==> src/rtl/camac_cycle_sequencer_pkg.sv <==
// ---------------------------------------------------------------------------
// camac_cycle_sequencer_pkg
// Shared definitions for the CAMAC dataway cycle sequencer:
//   - dataway field widths (N, A, F, data) and phase-timer width
//   - sequencer state encoding
//   - F-class decode constants and helper functions
// ---------------------------------------------------------------------------
package camac_cycle_sequencer_pkg;

    localparam int N_W    = 5;
    localparam int A_W    = 4;
    localparam int F_W    = 5;
    localparam int DATA_W = 24;
    localparam int PH_W   = 4;

    typedef enum logic [2:0] {
        ST_IDLE    = 3'd0,
        ST_SETUP   = 3'd1,
        ST_STROBE1 = 3'd2,
        ST_GAP     = 3'd3,
        ST_STROBE2 = 3'd4,
        ST_HOLD    = 3'd5,
        ST_RESP    = 3'd6
    } state_t;

    // F[4:3] selects the function class: 00 read (F0-F7), 10 write (F16-F23).
    localparam logic [F_W-1:0] F_CLASS_MASK = 5'b11000;
    localparam logic [F_W-1:0] F_READ_MASK  = 5'b00000;
    localparam logic [F_W-1:0] F_WRITE_MASK = 5'b10000;

    function automatic logic f_is_read(input logic [F_W-1:0] f);
        return (f & F_CLASS_MASK) == F_READ_MASK;
    endfunction

    function automatic logic f_is_write(input logic [F_W-1:0] f);
        return (f & F_CLASS_MASK) == F_WRITE_MASK;
    endfunction

endpackage

==> src/rtl/camac_phase_timer.sv <==
// ---------------------------------------------------------------------------
// camac_phase_timer
// Loadable down-counter used to time each dataway phase. Loading (len - 1)
// gives a phase of len cycles; done is high while the count sits at zero.
// Ports:
//   clk, rst     clock, asynchronous active-high reset
//   load         load load_val this cycle
//   load_val     new count value
//   done         count has reached zero
// ---------------------------------------------------------------------------
module camac_phase_timer #(
    parameter int W = 4
) (
    input  logic         clk,
    input  logic         rst,
    input  logic         load,
    input  logic [W-1:0] load_val,
    output logic         done
);

    logic [W-1:0] count;

    always_ff @(posedge clk or posedge rst) begin
        if (rst) begin
            count <= '0;
        end else if (load) begin
            count <= load_val;
        end else if (count != '0) begin
            count <= count - 1'b1;
        end
    end

    assign done = (count == '0);

endmodule

==> src/rtl/camac_cycle_sequencer.sv <==
// ---------------------------------------------------------------------------
// camac_cycle_sequencer
// Runs one CAMAC dataway cycle (B, S1, S2) per accepted command and returns
// captured read data, Q and X with a one-cycle response pulse.
// Ports:
//   isa_clk, isa_reset        clock, asynchronous active-high reset
//   req_valid/req_ready       command handshake (ready only in IDLE)
//   req_init                  Initialise (Z) cycle instead of N/A/F command
//   req_n/a/f, req_wdata      command fields
//   rsp_valid                 one-cycle response pulse
//   rsp_rdata, rsp_q, rsp_x   captured response, held until next capture
//   busy                      high whenever not IDLE (drives ISA wait states)
//   cb_*                      dataway outputs (B, N, A, F, S1, S2, Z, W)
//   cb_r, cb_q, cb_x          dataway inputs (read lines, Q, X)
// All outputs are registered.
// ---------------------------------------------------------------------------
module camac_cycle_sequencer
    import camac_cycle_sequencer_pkg::*;
#(
    parameter int T_SETUP = 2,
    parameter int T_S1    = 2,
    parameter int T_GAP   = 1,
    parameter int T_S2    = 2,
    parameter int T_HOLD  = 1
) (
    input  logic              isa_clk,
    input  logic              isa_reset,
    input  logic              req_valid,
    output logic              req_ready,
    input  logic              req_init,
    input  logic [N_W-1:0]    req_n,
    input  logic [A_W-1:0]    req_a,
    input  logic [F_W-1:0]    req_f,
    input  logic [DATA_W-1:0] req_wdata,
    output logic              rsp_valid,
    output logic [DATA_W-1:0] rsp_rdata,
    output logic              rsp_q,
    output logic              rsp_x,
    output logic              busy,
    output logic              cb_b,
    output logic [N_W-1:0]    cb_n,
    output logic [A_W-1:0]    cb_a,
    output logic [F_W-1:0]    cb_f,
    output logic              cb_s1,
    output logic              cb_s2,
    output logic              cb_z,
    output logic [DATA_W-1:0] cb_w,
    input  logic [DATA_W-1:0] cb_r,
    input  logic              cb_q,
    input  logic              cb_x
);

    state_t              state;
    state_t              state_nxt;

    logic                lat_init;
    logic [N_W-1:0]      lat_n;
    logic [A_W-1:0]      lat_a;
    logic [F_W-1:0]      lat_f;
    logic [DATA_W-1:0]   lat_w;

    logic                accept;
    logic                ph_done;
    logic                ph_load;
    logic [PH_W-1:0]     ph_load_val;

    // Command fields as they will be after this edge: the outputs are
    // registered, so the first SETUP cycle must already see the new request.
    logic                init_nxt;
    logic [N_W-1:0]      n_nxt;
    logic [A_W-1:0]      a_nxt;
    logic [F_W-1:0]      f_nxt;
    logic [DATA_W-1:0]   w_nxt;
    logic                bus_nxt;

    assign accept   = req_valid && req_ready;
    assign init_nxt = accept ? req_init  : lat_init;
    assign n_nxt    = accept ? req_n     : lat_n;
    assign a_nxt    = accept ? req_a     : lat_a;
    assign f_nxt    = accept ? req_f     : lat_f;
    assign w_nxt    = accept ? req_wdata : lat_w;

    always_comb begin
        state_nxt = state;
        case (state)
            ST_IDLE:    if (accept)  state_nxt = ST_SETUP;
            ST_SETUP:   if (ph_done) state_nxt = lat_init ? ST_GAP : ST_STROBE1;
            ST_STROBE1: if (ph_done) state_nxt = ST_GAP;
            ST_GAP:     if (ph_done) state_nxt = ST_STROBE2;
            ST_STROBE2: if (ph_done) state_nxt = ST_HOLD;
            ST_HOLD:    if (ph_done) state_nxt = ST_RESP;
            ST_RESP:    state_nxt = ST_IDLE;
            default:    state_nxt = ST_IDLE;
        endcase
    end

    always_comb begin
        bus_nxt = state_nxt inside {ST_SETUP, ST_STROBE1, ST_GAP, ST_STROBE2, ST_HOLD};
    end

    // The timer is reloaded on every state change with the length of the
    // phase being entered; IDLE and RESP do not use it.
    always_comb begin
        ph_load     = (state_nxt != state);
        ph_load_val = '0;
        case (state_nxt)
            ST_SETUP:   ph_load_val = PH_W'(T_SETUP - 1);
            ST_STROBE1: ph_load_val = PH_W'(T_S1 - 1);
            ST_GAP:     ph_load_val = PH_W'(T_GAP - 1);
            ST_STROBE2: ph_load_val = PH_W'(T_S2 - 1);
            ST_HOLD:    ph_load_val = PH_W'(T_HOLD - 1);
            default:    ph_load_val = '0;
        endcase
    end

    camac_phase_timer #(
        .W (PH_W)
    ) u_phase_timer (
        .clk      (isa_clk),
        .rst      (isa_reset),
        .load     (ph_load),
        .load_val (ph_load_val),
        .done     (ph_done)
    );

    always_ff @(posedge isa_clk or posedge isa_reset) begin
        if (isa_reset) begin
            state     <= ST_IDLE;
            lat_init  <= 1'b0;
            lat_n     <= '0;
            lat_a     <= '0;
            lat_f     <= '0;
            lat_w     <= '0;
            req_ready <= 1'b1;
            busy      <= 1'b0;
            rsp_valid <= 1'b0;
            rsp_rdata <= '0;
            rsp_q     <= 1'b0;
            rsp_x     <= 1'b0;
            cb_b      <= 1'b0;
            cb_n      <= '0;
            cb_a      <= '0;
            cb_f      <= '0;
            cb_s1     <= 1'b0;
            cb_s2     <= 1'b0;
            cb_z      <= 1'b0;
            cb_w      <= '0;
        end else begin
            state <= state_nxt;

            if (accept) begin
                lat_init <= req_init;
                lat_n    <= req_n;
                lat_a    <= req_a;
                lat_f    <= req_f;
                lat_w    <= req_wdata;
            end

            req_ready <= (state_nxt == ST_IDLE);
            busy      <= (state_nxt != ST_IDLE);
            rsp_valid <= (state_nxt == ST_RESP);

            // Initialise cycles assert Z with N/A/F/W forced to zero.
            cb_b  <= bus_nxt;
            cb_z  <= bus_nxt && init_nxt;
            cb_n  <= (bus_nxt && !init_nxt) ? n_nxt : '0;
            cb_a  <= (bus_nxt && !init_nxt) ? a_nxt : '0;
            cb_f  <= (bus_nxt && !init_nxt) ? f_nxt : '0;
            cb_w  <= (bus_nxt && !init_nxt && f_is_write(f_nxt)) ? w_nxt : '0;
            cb_s1 <= (state_nxt == ST_STROBE1);
            cb_s2 <= (state_nxt == ST_STROBE2);

            // Dataway responses are sampled at the end of S1; an Initialise
            // cycle has no S1 and reports zeros when it leaves SETUP.
            if (state == ST_STROBE1 && state_nxt == ST_GAP) begin
                rsp_rdata <= f_is_read(lat_f) ? cb_r : '0;
                rsp_q     <= cb_q;
                rsp_x     <= cb_x;
            end else if (state == ST_SETUP && state_nxt == ST_GAP) begin
                rsp_rdata <= '0;
                rsp_q     <= 1'b0;
                rsp_x     <= 1'b0;
            end
        end
    end

endmodule

==> config.mk <==
export PLATFORM = sky130hd
export DESIGN_NAME = camac_cycle_sequencer
export DESIGN_NICKNAME = d
export VERILOG_FILES = /design/src/rtl/camac_cycle_sequencer_pkg.sv /design/src/rtl/camac_phase_timer.sv /design/src/rtl/camac_cycle_sequencer.sv
export SDC_FILE = /design/constraint.sdc
export NUM_CORES = 1
export LEC_CHECK = 0
export CAP_MARGIN = 20
export CORE_MARGIN = 2
export CORE_UTILIZATION = 43
export DETAILED_ROUTE_END_ITERATION = 6
export GPL_ROUTABILITY_DRIVEN = 1
export HOLD_SLACK_MARGIN = 0.05
export PLACE_DENSITY = 0.88
export SYNTH_ARGS = -nofsm -noshare
export SYNTH_HDL_FRONTEND = slang
export SYNTH_HIERARCHICAL = 1
export SYNTH_SLANG_ARGS = --single-unit
==> constraint.sdc <==
create_clock -name isa_clk -period 3.6 [get_ports isa_clk]
set_input_delay 0.72 -clock isa_clk [delete_from_list [all_inputs] [get_ports isa_clk]]
set_output_delay 0.72 -clock isa_clk [all_outputs]
set_load 0.01 [all_outputs]
==> results of run 1 <==
-- worst max-delay path, stage by stage, from the launching register on --
cell and delay [ps]:
dfrtp_1 380, inv_1 90, ha_1 210, nor3b_4 600
nand2b_1 210, o31a_1 160, o32a_1 320, nor3_1 80
a221o_1 330
-- layout by cell type, fill, tap and decap left out, drive strengths merged, types with 3 or more instances in the layout --
| cell type | synthesis | layout |
|---|---|---|
| bufinv | 0 | 4 |
| clkinv | 0 | 7 |
| clkdlybuf4s50 | 0 | 138 |
| a21oi | 13 | 13 |
| nand2b | 4 | 4 |
| o21ai | 5 | 5 |
| mux2 | 26 | 26 |
| nand2 | 51 | 51 |
| clkbuf | 11 | 18 |
| a32o | 4 | 4 |
| a211oi | 3 | 3 |
| buf | 20 | 6 |
| dfrtp | 116 | 116 |
| clkinvlp | 0 | 4 |
| conb | 1 | 3 |
| nand3 | 15 | 15 |
| nor4b | 23 | 23 |
| nor2 | 8 | 8 |
| nor3b | 3 | 3 |
| inv | 9 | 8 |
| nand3b | 15 | 15 |
| a22o | 24 | 24 |
-- state kept, by name, indices dropped and copies added, names as in the netlist, 3 cells and up --
signal	cells
lat_a	4
cb_a	4
rsp_rdata	24
lat_w	24
cb_f	5
u_phase_timer/count	4
cb_w	24
cb_n	5
lat_f	5
lat_n	5
state	3
-- routing by layer --
metal  up-vias  global-route usage  routed length, µm
met1      1699               0.229               4580
li1       1604                   -                  -
met3        14              0.0687                799
met5         -                   0                  0
met4         0              0.0615                102
met2       137               0.297               5100
-- area by class of cell --
type / instances / area [µm²]
flip-flops and latches: 117 / 2930
repair buffers: 144 / 1440
inverters: 9 / 37.5
clock inverters: 14 / 185
clock buffers: 18 / 418
fillers: 803 / 4000
multi-input cells: 220 / 1660
well taps: 140 / 175
-- worst max-delay path by stage --
stage	from	cells past startpoint	endpoint
final	u_phase_timer/count[0]	8	u_phase_timer/count[3]
after global routing	u_phase_timer/count[0]	8	u_phase_timer/count[3]
after CTS	u_phase_timer/count[0]	8	u_phase_timer/count[3]
after detailed placement	req_valid	5	cb_w[22]
after global placement	req_valid	5	cb_w[21]
after floorplan	u_phase_timer/count[0]	8	u_phase_timer/count[3]
-- stage by stage --
| step | worst slack (ps) | total power, mW | hold slack, ps | cells | utilization |
|---|---|---|---|---|---|
| after global placement | 951 | 3.89 | 458 | 630 | 0.576 |
| after detailed placement | 876 | 3.97 | 463 | 630 | 0.576 |
| after global routing | 912 | 6.00 | 478 | 662 | 0.631 |
| after CTS | 1100 | 5.72 | 470 | 662 | 0.631 |
| final | 1090 | 5.66 | 472 | 662 | 0.631 |
| after floorplan | 1440 | 3.24 | 446 | 377 | - |
-- cells in the mapped netlist, types with 2 or more instances --
cell type and instances:
dfrtp_1 116, a22o_1 24, nor2b_1 2, buf_6 3, a21oi_1 13, a211oi_1 3, nand3_1 15, nor3_1 2
nor4b_2 18, a32o_1 4, a21o_1 2, mux2_2 25, nand3b_1 15, nor3b_1 2, o21ai_0 3, nor2_1 8
o32a_1 2, inv_1 9, clkbuf_1 11, o21ai_1 2, nand2_1 51, buf_2 15, nand2b_1 4, nor4b_1 5
-- power by group through the flow --
| stage | clock network (mW) | registers [mW] | logic [mW] |
|---|---|---|---|
| after global routing | 1.81 | 2.10 | 2.09 |
| after floorplan | 0 | 2.07 | 1.17 |
| after detailed placement | 0 | 2.06 | 1.91 |
| final | 1.70 | 2.05 | 1.91 |
| after global placement | 0 | 2.04 | 1.85 |
| after CTS | 1.74 | 2.05 | 1.93 |
-- cells by family after synthesis --
logic type      count (synthesis)  synth area share
xor+xnor                        2           0.00368
mux                            26            0.0623
flops                         117             0.615
fa+ha+maj                       1           0.00263
simple gates                  127             0.176
buf+inv                        40            0.0410
compound gates                 61            0.0988
other cells                     1          0.000788
==> results.cfg, run 1 <==
[clocking]
clock_sinks = 117
htree_levels = 4
numCtsBuffers = 17
cts_root_buffer = clkbuf_8
holdBufCountCts = 0
cts_resized = 0
clockBufferDepth = 2
clk_latency_ps = 510
path_clk_slew_ps = 60
post-cts-setup-buffers = 0
cts_tree = done

[grt]
antenna_found_initial = 0
track_usage = 0.184
overflow = 0
grt_pass1_wl_um = 16600
grt_pass1_vias = 3433
grt_max_degree = 114

[outcome]
status = completed

[setup_path]
timing.rr.end = u_phase_timer/count[3]
path_class = flop to flop
path_max_fanout = 17
r2r_start = u_phase_timer/count[0]
rrSetupSlack_ps = 1090
startpoint_type = flop
crit_arrival_ps = 2890
reg2regPathDepth = 8
crit_required_ps = 3990
cp-end-kind = flop

[timing]
tns_ps = 0
slew_violations = 0
skew_ps = 6.91
finalCritPeriodShare = 0.696
setup_viol = 0
worst_pin_slew_ps = 850
max_slew_margin = 0.433
hold_viol = 0
max_freq_mhz = 399
period_minus_slack_ps = 2510
rsz0062_at_grt = false

[power_and_ir_drop]
power_frac_comb = 0.338
intPower_mw = 3.87
irDropWorstVdd_mv = 0.479
switchingPower_mw = 1.79
swShare = 0.317
power_leakage_nw = 2.96
clockPowerShare = 0.300
powerDensity_nw_per_um2 = 827
pwr-share-seq = 0.362

[floorplan]
io_pins = 139
chipWidth_um = 109
floorplan.rows = 38
fp.dieArea_um2 = 11900
initial_utilization = 0.439
coreArea_um2 = 10800
fp.dieH_um = 109

[logic_synthesis]
synth_seq_area_share = 0.615
synthCells = 375
ys_seq_elements = 117
yosysTopAreaCell = dfrtp_1
synth_top_area_share = 0.610
synth-async-reset-ratio = 1.00
ys_warn_count = 6
synth_area_leaders = dfrtp_1 61%, mux2_2 5.9%, nor4b_2 5.7%
ys.flop_type = dfrtp_1
synth-edff-count = 0
yosysUniqueCellTypes = 45
avgSynthCellArea_um2 = 12.7
synth_area_um2 = 4760

[placement]
place_area_um2 = 6240
hpwlAfterDp_um = 6730
routabilityCongestion = 0.740
io_buffers = 138

[min_path]
min_to = lat_f[0]
worstHoldPathCells = 2
min_from = lat_f[0]
hold_path.class = flop to flop

[routing]
drt_wl_total_um = 10600
vias = 3454
drt_iter0_markers = 210
viasPerCell = 5.22
drc = 0
firstDrtPassIters = 4
drt-wirelength-per-cell_um = 16.0
final_antenna_net_count = 0

[flow_run]
drv_cap = 0

[layout]
syn2layout_area_growth_pct = 43.8
fin_area_um2 = 6850
num-nets-final = 578
n_antenna_cell = 0
drive_above_1_share = 0.169
Power figures use the tool's default switching activity.
==> inputs of run 2 (changes only) <==
--- a/config.mk
+++ b/config.mk
@@ -7,11 +7,11 @@
 export LEC_CHECK = 0
 export CAP_MARGIN = 20
 export CORE_MARGIN = 2
-export CORE_UTILIZATION = 43
+export CORE_UTILIZATION = 47
 export DETAILED_ROUTE_END_ITERATION = 6
 export GPL_ROUTABILITY_DRIVEN = 1
 export HOLD_SLACK_MARGIN = 0.05
-export PLACE_DENSITY = 0.88
+export PLACE_DENSITY = 0.9
 export SYNTH_ARGS = -nofsm -noshare
 export SYNTH_HDL_FRONTEND = slang
 export SYNTH_HIERARCHICAL = 1
==> constraint.sdc (replaced) <==
create_clock -name isa_clk -period 2.4 [get_ports isa_clk]
set_input_delay 0.48 -clock isa_clk [delete_from_list [all_inputs] [get_ports isa_clk]]
set_output_delay 0.48 -clock isa_clk [all_outputs]
set_load 0.01 [all_outputs]
==> results.cfg, run 2 (synthesized netlist as in run 1, its figures left out) <==
[routing]
drt_wl_total_um = 12000
drc = 0
firstDrtPassIters = 4
drt_iter0_markers = 215
final_antenna_net_count = 0
viasPerCell = 5.34
drt-wirelength-per-cell_um = 18.1
vias = 3551

[floorplan]
initial_utilization = 0.485
fp.dieArea_um2 = 11000
chipWidth_um = 105
floorplan.rows = 36
io_pins = 139
coreArea_um2 = 9820
fp.dieH_um = 105

[power_and_ir_drop]
power_leakage_nw = 2.99
clockPowerShare = 0.281
irDropWorstVdd_mv = 0.612
switchingPower_mw = 2.87
pwr-share-seq = 0.361
swShare = 0.335
power_frac_comb = 0.358
report.power.total_mw = 8.58
intPower_mw = 5.71
powerDensity_nw_per_um2 = 1240

[clocking]
clock_sinks = 117
path_clk_slew_ps = 50
htree_levels = 4
clk_latency_ps = 510
cts_root_buffer = clkbuf_8
numCtsBuffers = 17
clockBufferDepth = 2
cts_tree = done
holdBufCountCts = 0

[grt]
grt_max_degree = 71
globalRouteMet2Util = 0.398
grt_pass1_wl_um = 19500
antenna_found_initial = 0
grt_pass1_vias = 3807
grtUsageMet1 = 0.266
gr-usage-met3 = 0.0636
busiest_layer = met2
track_usage = 0.227
overflow = 0

[placement]
routabilityCongestion = 0.761
io_buffers = 138
dp.cells = 632
hpwlAfterDp_um = 7680
preCtsSetupSlack_ps = 144

[outcome]
status = completed

[timing]
fin_ws_ps = 135
hold_viol = 0
max_freq_mhz = 442
finalCritPeriodShare = 0.944
worst_pin_slew_ps = 781
setup_viol = 0
max_slew_margin = 0.479
skew_ps = 7.67
rsz0062_at_grt = false
slew_violations = 0
period_minus_slack_ps = 2260
tns_ps = 0

[setup_path]
crit_required_ps = 2790
cp-end-kind = flop
path_class = flop to flop
crit_arrival_ps = 2650
path_max_fanout = 9
rrSetupSlack_ps = 140
startpoint_type = flop

[layout]
top_regs = cb_w: 24 flops, lat_w: 24 flops, rsp_rdata: 24 flops
drive_above_1_share = 0.184
syn2layout_area_growth_pct = 44.8
n_antenna_cell = 0
fillers = 660
final_cell_mix = 138 x clkdlybuf4s50_1, 116 x dfrtp_1, 51 x nand2_1, 25 x mux2_2, 24 x a22o_1
final_common_cell = clkdlybuf4s50_1
finalNonFillerCells = 665
num-nets-final = 588

[flow_run]
drv_cap = 0

[min_path]
hold_path.class = primary input to asynchronous set/reset pin
==> run 2: cell count changes in the layout (fill, tap and decap cells not counted) <==
| cell | previous run | this run |
|---|---|---|
| buf_4 | 5 | 14 |
| buf_12 | 1 | 2 |
| inv_6 | 0 | 2 |
| clkinv_2 | 5 | 2 |
| clkinv_4 | 2 | 5 |
| bufinv_16 | 4 | 2 |
==> run 2: final cells by class <==
class / instances / area, µm² / share of cell area
Clock buffer: 18 / 418 / 0.0606
Sequential cell: 117 / 2930 / 0.425
Timing Repair Buffer: 154 / 1530 / 0.221
Multi-Input combinational cell: 220 / 1660 / 0.241
Clock inverter: 14 / 154 / 0.0223
Inverter: 9 / 37.5 / 0.00545
Tap cell: 133 / 166 / 0.0241
==> run 2: final timing paths <==
path,start,to,cells past startpoint
min in group isa_clk,lat_a[1],lat_a[1],2
hold reg to reg,lat_a[1],lat_a[1],2
max in group asynchronous,isa_reset,rsp_rdata[14],3
hold / removal,isa_reset,u_phase_timer/count[1],2
setup / recovery,u_phase_timer/count[0],u_phase_timer/count[3],8
setup reg to reg,u_phase_timer/count[0],u_phase_timer/count[3],8
==> run 2: metal layers <==
| layer | vias to the layer above | part of all wire |
|---|---|---|
| met1 | 1764 | 0.40 |
| met4 | 0 | 0.021 |
| li1 | 1616 | - |
| met2 | 152 | 0.52 |
| met3 | 19 | 0.060 |
| met5 | - | 0 |
==> run 2: worst max-delay path, cell delays in order, from the launching register on <==
cell	delay [ps]
dfrtp_1	370
inv_1	100
ha_1	230
nor3b_4	370
nand2b_1	180
o31a_1	140
o32a_1	330
nor3_1	90
a221o_1	330
==> run 2: timing repair <==
item,4_1_cts,5_1_grt
endpoints found under the setup margin,0,1
buffers inserted,0,1
gates resized for setup,0,0
==> run 2: power by group through the flow <==
stage                     Combinational (mW)  Clock (mW)  Sequential, mW
final                                   3.07        2.41            3.10
after CTS                               3.07        2.44            3.10
after floorplan                         1.75           0            3.11
after global routing                    3.31        2.53            3.17
after detailed placement                3.00           0            3.11
after global placement                  2.85           0            3.07
==> run 2: through the flow <==
step	utilization	cell area [µm²]	hold WS [ps]
floorplan	-	4770	246
global placement	0.643	6310	458
detailed placement	0.643	6310	463
CTS	0.701	6890	267
global route	0.702	6890	295
finish	0.702	6890	274
==> inputs of run 3 (changes only) <==
--- a/config.mk
+++ b/config.mk
@@ -11,7 +11,8 @@
 export DETAILED_ROUTE_END_ITERATION = 6
 export GPL_ROUTABILITY_DRIVEN = 1
 export HOLD_SLACK_MARGIN = 0.05
-export PLACE_DENSITY = 0.9
+export PLACE_DENSITY = 0.85
+export REMOVE_ABC_BUFFERS = 1
 export SYNTH_ARGS = -nofsm -noshare
 export SYNTH_HDL_FRONTEND = slang
 export SYNTH_HIERARCHICAL = 1
==> results.cfg, run 3 (synthesized netlist as in run 1, its figures left out) <==
[clocking]
cts_resized = 0
numCtsBuffers = 17
clk_latency_ps = 500
clockBufferDepth = 2
path_clk_slew_ps = 50
clock_sinks = 117
cts_tree = done
post-cts-setup-buffers = 0
htree_levels = 4
holdBufCountCts = 0
cts_root_buffer = clkbuf_8

[timing]
slew_violations = 0
worst_pin_slew_ps = 851
skew_ps = 10.3
max_slew_margin = 0.433
period_minus_slack_ps = 2270
finalCritPeriodShare = 0.946
max_freq_mhz = 441
fin_ws_ps = 130
setup_viol = 0
hold_viol = 0

[min_path]
hold_path.class = primary input to asynchronous set/reset pin

[power_and_ir_drop]
power_leakage_nw = 3.02
irDropWorstVdd_mv = 0.758
powerDensity_nw_per_um2 = 1240

[routing]
top_layer = met4
met3_length_um = 776
firstDrtPassIters = 4
drc = 0
route.met2.wl_um = 5900
drt_iter0_markers = 196
drt_wl_total_um = 11500
wl_met1_um = 4740
final_antenna_net_count = 0
viasPerCell = 5.28
drt-wirelength-per-cell_um = 17.3
vias = 3524

[layout]
final_common_cell = clkdlybuf4s50_1
syn2layout_area_growth_pct = 45.8
final_util = 0.707
seq_area_um2 = 2930
num-nets-final = 590
drive_above_1_share = 0.182
top_regs = cb_w: 24 flops, lat_w: 24 flops, rsp_rdata: 24 flops
multiInputGateArea_um2 = 1660
fillers = 692
final_cell_mix = 138 x clkdlybuf4s50_1, 116 x dfrtp_1, 51 x nand2_1, 25 x mux2_2, 24 x a22o_1
n_antenna_cell = 0

[placement]
hpwlAfterDp_um = 7790
preCtsSetupSlack_ps = 127
routabilityCongestion = 0.800
io_buffers = 138

[floorplan]
fp.dieH_um = 105
chipWidth_um = 105
coreArea_um2 = 9820
floorplan.rows = 36
io_pins = 139
initial_utilization = 0.485
fp.dieArea_um2 = 11000

[grt]
grt_pass1_vias = 3696
overflow = 0
grt_max_degree = 46
antenna_found_initial = 0
grt_pass1_wl_um = 18700
track_usage = 0.218

[outcome]
status = completed

[setup_path]
cp-end-kind = flop
crit_required_ps = 2780
crit_arrival_ps = 2650
startpoint_type = flop
path_max_fanout = 9
path_class = flop to flop

[flow_run]
drv_cap = 0
[run 3: changes by cell type in the layout (fill, tap and decap cells not counted), moves of 2 or more]
cell      previous run  this run
clkbuf_1             1         4
inv_6                2         0
clkbuf_8             1         4
clkinv_4             5         0
[run 3: cell type report]
type	count	area share
Timing Repair Buffer	156	0.224
Inverter	9	0.00523
Clock inverter	8	0.0177
Sequential cell	117	0.422
Clock buffer	24	0.0678
Tap cell	133	0.0240
Multi-Input combinational cell	220	0.239
[run 3: power breakdown]
part	internal, mW	switching [mW]
combinational	1.55	1.47
sequential	2.68	0.410
clock	1.66	0.838
[run 3: final timing paths]
kind	from	to	slack, ps	cells past startpoint
max in group asynchronous	isa_reset	lat_w[20]	1470	3
hold reg to reg	lat_n[3]	lat_n[3]	480	2
setup / recovery	u_phase_timer/count[0]	u_phase_timer/count[3]	130	8
min in group isa_clk	lat_n[3]	lat_n[3]	480	2
setup reg to reg	u_phase_timer/count[0]	u_phase_timer/count[3]	130	8
hold / removal	isa_reset	u_phase_timer/count[0]	300	2
[run 3: worst max-delay path: stages, from the launching register on]
cell	delay, ps
dfrtp_1	370
inv_1	90
ha_1	220
nor3b_4	350
nand2b_1	190
o31a_1	160
o32a_1	330
nor3_1	110
a221o_1	320
[run 3: metal layers]
metal | up-vias | GRT usage
met3 | 12 | 0.0643
met4 | 0 | 0.0695
met1 | 1767 | 0.274
met2 | 124 | 0.365
li1 | 1621 | -
met5 | - | 0
[run 3: through the flow]
stage          setup TNS (ps)  hold WS [ps]  cell area, µm²  power, mW  cells
3_5_place_dp                0           470            6320       6.09    631
3_3_place_gp                0           458            6320       5.93    631
5_1_grt                 -10.3           327            6940       9.08    667
2_1_floorplan         -133710           246            4610       4.71    346
6_report                    0           300            6940       8.61    667
4_1_cts                     0           294            6910       8.65    663
